<file path="src/rtl/dsp_pkg.sv">
// ---------------------------------------------------------------------------
// dsp_pkg
// Shared declarations for the dsp_add family of blocks.
//   reduce_state_t : state encoding of the streaming reduction controller
//                    (RUN = accumulating beats, DONE = holding a result)
//   DSP_MAX_WIDTH  : widest datapath the dsp_add primitive supports
// ---------------------------------------------------------------------------
package dsp_pkg;

  typedef enum logic [0:0] {
    RUN  = 1'b0,
    DONE = 1'b1
  } reduce_state_t;

  localparam int DSP_MAX_WIDTH = 48;

endpackage

</file>
<file path="src/rtl/dsp_add.sv">
// ---------------------------------------------------------------------------
// dsp_add
// Unsigned adder primitive with an optional output register.
// Ports:
//   clock  in   1      clock for the optional output register
//   reset  in   1      asynchronous, active-high reset of the output register
//   a      in   width  first operand
//   b      in   width  second operand
//   y      out  width  a + b modulo 2^width (registered when PREG=1)
// ---------------------------------------------------------------------------
module dsp_add
  import dsp_pkg::*;
#(
  parameter int width = 48,
  parameter bit PREG  = 1'b0
) (
  input  logic             clock,
  input  logic             reset,
  input  logic [width-1:0] a,
  input  logic [width-1:0] b,
  output logic [width-1:0] y
);

  logic [width-1:0] sum_comb;
  logic [width-1:0] sum_reg;

  if (width < 1 || width > DSP_MAX_WIDTH) begin : g_bad_width
    $error("dsp_add: width out of range");
  end

  assign sum_comb = a + b;

  // The register always exists; PREG only decides which copy reaches y,
  // so with PREG=0 it is simply left for synthesis to trim.
  always_ff @(posedge clock or posedge reset) begin
    if (reset) begin
      sum_reg <= '0;
    end else begin
      sum_reg <= sum_comb;
    end
  end

  assign y = PREG ? sum_reg : sum_comb;

endmodule

</file>
<file path="src/rtl/dsp_add_reduce.sv">
// ---------------------------------------------------------------------------
// dsp_add_reduce
// Streaming reduction controller: sums every beat of an in_last-delimited
// group into an accumulator and emits one result per group.
// Ports:
//   clock      in   1      rising-edge clock
//   reset      in   1      asynchronous, active-low reset
//   in_valid   in   1      operand beat valid
//   in_ready   out  1      beat accepted this cycle (high while accumulating)
//   in_data    in   WIDTH  unsigned operand
//   in_last    in   1      final beat of the group
//   out_valid  out  1      result valid (high while holding a result)
//   out_ready  in   1      consumer accepts the result
//   out_data   out  WIDTH  group sum modulo 2^WIDTH
//   out_count  out  LEN_W  number of terms, saturating at all-ones
//   out_ovf    out  1      some addition in the group carried out
// ---------------------------------------------------------------------------
module dsp_add_reduce
  import dsp_pkg::*;
#(
  parameter int WIDTH = 48,
  parameter int LEN_W = 8
) (
  input  logic             clock,
  input  logic             reset,
  input  logic             in_valid,
  output logic             in_ready,
  input  logic [WIDTH-1:0] in_data,
  input  logic             in_last,
  output logic             out_valid,
  input  logic             out_ready,
  output logic [WIDTH-1:0] out_data,
  output logic [LEN_W-1:0] out_count,
  output logic             out_ovf
);

  reduce_state_t    state;
  reduce_state_t    state_next;
  logic [WIDTH-1:0] acc;
  logic [WIDTH-1:0] sum;
  logic [LEN_W-1:0] cnt;
  logic [LEN_W-1:0] cnt_sat;
  logic             ovf;
  logic             carry;
  logic             accept;

  if (WIDTH < 1 || WIDTH > DSP_MAX_WIDTH || LEN_W < 1) begin : g_bad_params
    $error("dsp_add_reduce: WIDTH must be 1..DSP_MAX_WIDTH and LEN_W >= 1");
  end

  // The primitive resets active-high; its register is bypassed, so the
  // inversion only keeps the hookup honest.
  dsp_add #(
    .width(WIDTH)
  ) u_add (
    .clock(clock),
    .reset(~reset),
    .a    (acc),
    .b    (in_data),
    .y    (sum)
  );

  // A wrapped unsigned sum is always smaller than the operand it started from.
  assign carry   = (sum < acc);
  assign cnt_sat = (cnt == '1) ? cnt : cnt + LEN_W'(1);
  assign accept  = in_valid & in_ready;

  // State register.
  always_ff @(posedge clock or negedge reset) begin
    if (!reset) begin
      state <= RUN;
    end else begin
      state <= state_next;
    end
  end

  // Next state and handshake outputs: accept beats in RUN, offer the
  // result in DONE until the consumer takes it.
  always_comb begin
    state_next = state;
    in_ready   = 1'b0;
    out_valid  = 1'b0;
    case (state)
      RUN: begin
        in_ready = 1'b1;
        if (in_valid && in_last) begin
          state_next = DONE;
        end
      end
      DONE: begin
        out_valid = 1'b1;
        if (out_ready) begin
          state_next = RUN;
        end
      end
      default: state_next = RUN;
    endcase
  end

  // Accumulator, term counter and overflow flag; the result registers
  // capture the final values on the last beat, and the running state is
  // cleared once the result has been handed off.
  always_ff @(posedge clock or negedge reset) begin
    if (!reset) begin
      acc       <= '0;
      cnt       <= '0;
      ovf       <= 1'b0;
      out_data  <= '0;
      out_count <= '0;
      out_ovf   <= 1'b0;
    end else if (accept) begin
      acc <= sum;
      cnt <= cnt_sat;
      ovf <= ovf | carry;
      if (in_last) begin
        out_data  <= sum;
        out_count <= cnt_sat;
        out_ovf   <= ovf | carry;
      end
    end else if (state == DONE && out_ready) begin
      acc <= '0;
      cnt <= '0;
      ovf <= 1'b0;
    end
  end

endmodule

</file>
<file path="config.mk">
export PLATFORM = sky130hd
export DESIGN_NAME = dsp_add_reduce
export DESIGN_NICKNAME = d
export VERILOG_FILES = /design/src/rtl/dsp_pkg.sv /design/src/rtl/dsp_add.sv /design/src/rtl/dsp_add_reduce.sv
export SDC_FILE = /design/constraint.sdc
export NUM_CORES = 1
export LEC_CHECK = 0
export ABC_CLOCK_PERIOD_IN_PS = 8900
export CAP_MARGIN = 25
export CELL_PAD_IN_SITES_DETAIL_PLACEMENT = 1
export CELL_PAD_IN_SITES_GLOBAL_PLACEMENT = 1
export CORE_MARGIN = 2
export CORE_UTILIZATION = 54
export CTS_CLUSTER_DIAMETER = 30
export DETAILED_ROUTE_END_ITERATION = 16
export DONT_BUFFER_PORTS = 1
export PLACE_DENSITY_LB_ADDON = 0.1
export SLEW_MARGIN = 20
export SYNTH_ARGS = -nofsm -noshare
export SYNTH_HDL_FRONTEND = slang
export SYNTH_HIERARCHICAL = 1
export SYNTH_SLANG_ARGS = --single-unit
export TNS_END_PERCENT = 100
</file>
<file path="constraint.sdc">
create_clock -name clock -period 8.9 [get_ports clock]
set_input_delay 1.78 -clock clock [delete_from_list [all_inputs] [get_ports clock]]
set_output_delay 1.78 -clock clock [all_outputs]
set_load 0.1 [all_outputs]
</file>
==> results.sh <==
export IMPL_status="finished clean"
export IMPL_post_cts_resized=0
export IMPL_avgRoutedWirePerCell_um=22.35
export IMPL_rsz0062_at_grt="no"
export IMPL_end_kind="flop"
export IMPL_cts_tree="built"
export IMPL_portBuffers=0
export IMPL_fin_skew_ns=0.009285
export IMPL_min_delay_path_class="flop to flop"
export IMPL_rows=45
export IMPL_path_common_cell="a21oi_1"
export IMPL_drcViolationCount=0
export IMPL_critPathTopFamily="compound AO/OA/AOI/OAI gates"
export IMPL_dp_hpwl_mm=16.90
export IMPL_cp_buffers_inverters=0
export IMPL_period_needed_ns=5.882
export IMPL_path_clk_slew_ns=0.06
export IMPL_period_share_pct=66.09
export IMPL_multiInputGateArea_um2=5075
export IMPL_io_pins=112
export IMPL_fin_tns_setup_ns=0
export IMPL_worst_pin_slew_ns=0.9869
export IMPL_core_um2=15150
export IMPL_arrival_ns=6.19
export IMPL_startpoint_type="primary input"
export IMPL_fp_dieH_um=128.1
export IMPL_grt_ovfl_total=0
export IMPL_maxCapViolations=0
export IMPL_slowest_stage="nor4_1"
export IMPL_cp_required_ns=9.21
export IMPL_drv_slew=0
export IMPL_die_w_um=128.1
export IMPL_grt_antenna_before_repair=0
export IMPL_min_delay_start="ovf$_DFFE_PN0P_"
export IMPL_hold_violations=0
export IMPL_cts_sinks=115
export IMPL_cts_hold_buf=0
export IMPL_layout_commonest_cell="dfrtp_1"
export IMPL_first_pass_iters=5
export IMPL_clk_latency_ns=0.42
export IMPL_crit_path_max_fanout=6
export IMPL_gp_congestion=0.8815
export IMPL_max_freq_ghz=0.1700
export IMPL_vias=6737
export IMPL_n_fill_cell=1683
export IMPL_setup_viol=0
export IMPL_crit_type="primary input to flop"
export IMPL_start_util_pct=54.92
export IMPL_layout_common_cells="dfrtp_1 (115), ha_1 (95), a21oi_1 (75)"
export IMPL_grt_max_degree=116
export IMPL_ant_nets=0
export IMPL_synth_nets=1014
export IMPL_postCtsSetupBuffers=0
export IMPL_regArea_um2=2878
export IMPL_netlist_area_um2=8318
export IMPL_relSlewSlack_pct=34.21
export IMPL_ff2ff_setup_slack_ns=3.91
export IMPL_area_growth_pct=8.273
export IMPL_htree_levels=4
export IMPL_drtIter0Drc=274
export IMPL_path_cells="ha_1 -> a21oi_1 -> o21ai_1 -> a21oi_1 -> o221ai_1 -> or3_1 -> a21oi_1 -> o31ai_2 -> a21boi_0 -> xnor2_1 -> ha_1 -> nand4_1 -> nor4_1 -> nand4_1 -> a31oi_1 -> a2111oi_2 -> o31a_2"
export IMPL_routed_via_density=6.386
export IMPL_routed_wl_mm=23.58
export IMPL_root_buffer="clkbuf_16"
export IMPL_antenna_cells=0
export IMPL_layout_drive_gt1_share_pct=12.23
export IMPL_postSynthAreaPerCell_um2=9.616
export IMPL_grt_pass1_vias=7364
export IMPL_crit_start="in_data[14]"
export IMPL_dieArea_um2=16410
export IMPL_grt_pass1_wl_mm=38.56
export IMPL_rr_startpoint="acc[0]$_DFFE_PN0P_"
export IMPL_fin_util_pct=59.46
export IMPL_cts_buffer_depth=2
export IMPL_slowest_delay_ns=0.52
export IMPL_fin_nets=1004
export IMPL_yosys_warnings=6
export IMPL_synth_cells=865
export IMPL_grt_usage_pct=29.95
export IMPL_cts_buffers=17
-- flip-flops by register name (all words and copies together), names as in the netlist --
| register | cells |
|---|---|
| out_count | 8 |
| state | 1 |
| out_data | 48 |
| out_ovf | 1 |
| acc | 48 |
| ovf | 1 |
| cnt | 8 |
-- final timing paths --
check	to	depth (start not counted)
worst max-delay path	out_ovf$_DFFE_PN0P_	17
worst min-delay path	ovf$_DFFE_PN0P_	1
worst max register to register	out_ovf$_DFFE_PN0P_	18
worst min register to register	ovf$_DFFE_PN0P_	1
max in group asynchronous	acc[4]$_DFFE_PN0P_	0
min in group asynchronous	cnt[1]$_DFFE_PN0P_	0
-- through the flow --
step / setup WS, ns / hold WS, ns / instance area [um2] / std cells
CTS: 3.027 / 0.5178 / 9006 / 1055
detailed placement: 2.637 / 0.4993 / 8451 / 1024
floorplan: 3.414 / 0.4740 / 8318 / 865
finish: 3.018 / 0.5175 / 9006 / 1055
global placement: 2.807 / 0.4899 / 8451 / 1024
global route: 2.730 / 0.5468 / 9006 / 1055
-- cell type report --
| class | instances | area share [%] |
|---|---|---|
| tap | 188 | 2.612 |
| sequential | 115 | 31.95 |
| clock buffer | 22 | 5.265 |
| timing repair buffer | 4 | 0.3334 |
| multi-input combinational | 655 | 56.35 |
| clock inverter | 9 | 0.9030 |
| inverter | 62 | 2.584 |
-- per-layer routing --
metal	track usage, %	share of wire (%)	up-vias
met4	9.438	1.9	0
met1	37.67	45	3390
li1	-	-	3175
met2	51.81	50	136
met5	0	0	-
met3	6.135	3.9	36
Power is left out: the tool's default activity adds up to more than one toggle a clock period on the data nets, which glitch-free logic cannot reach.
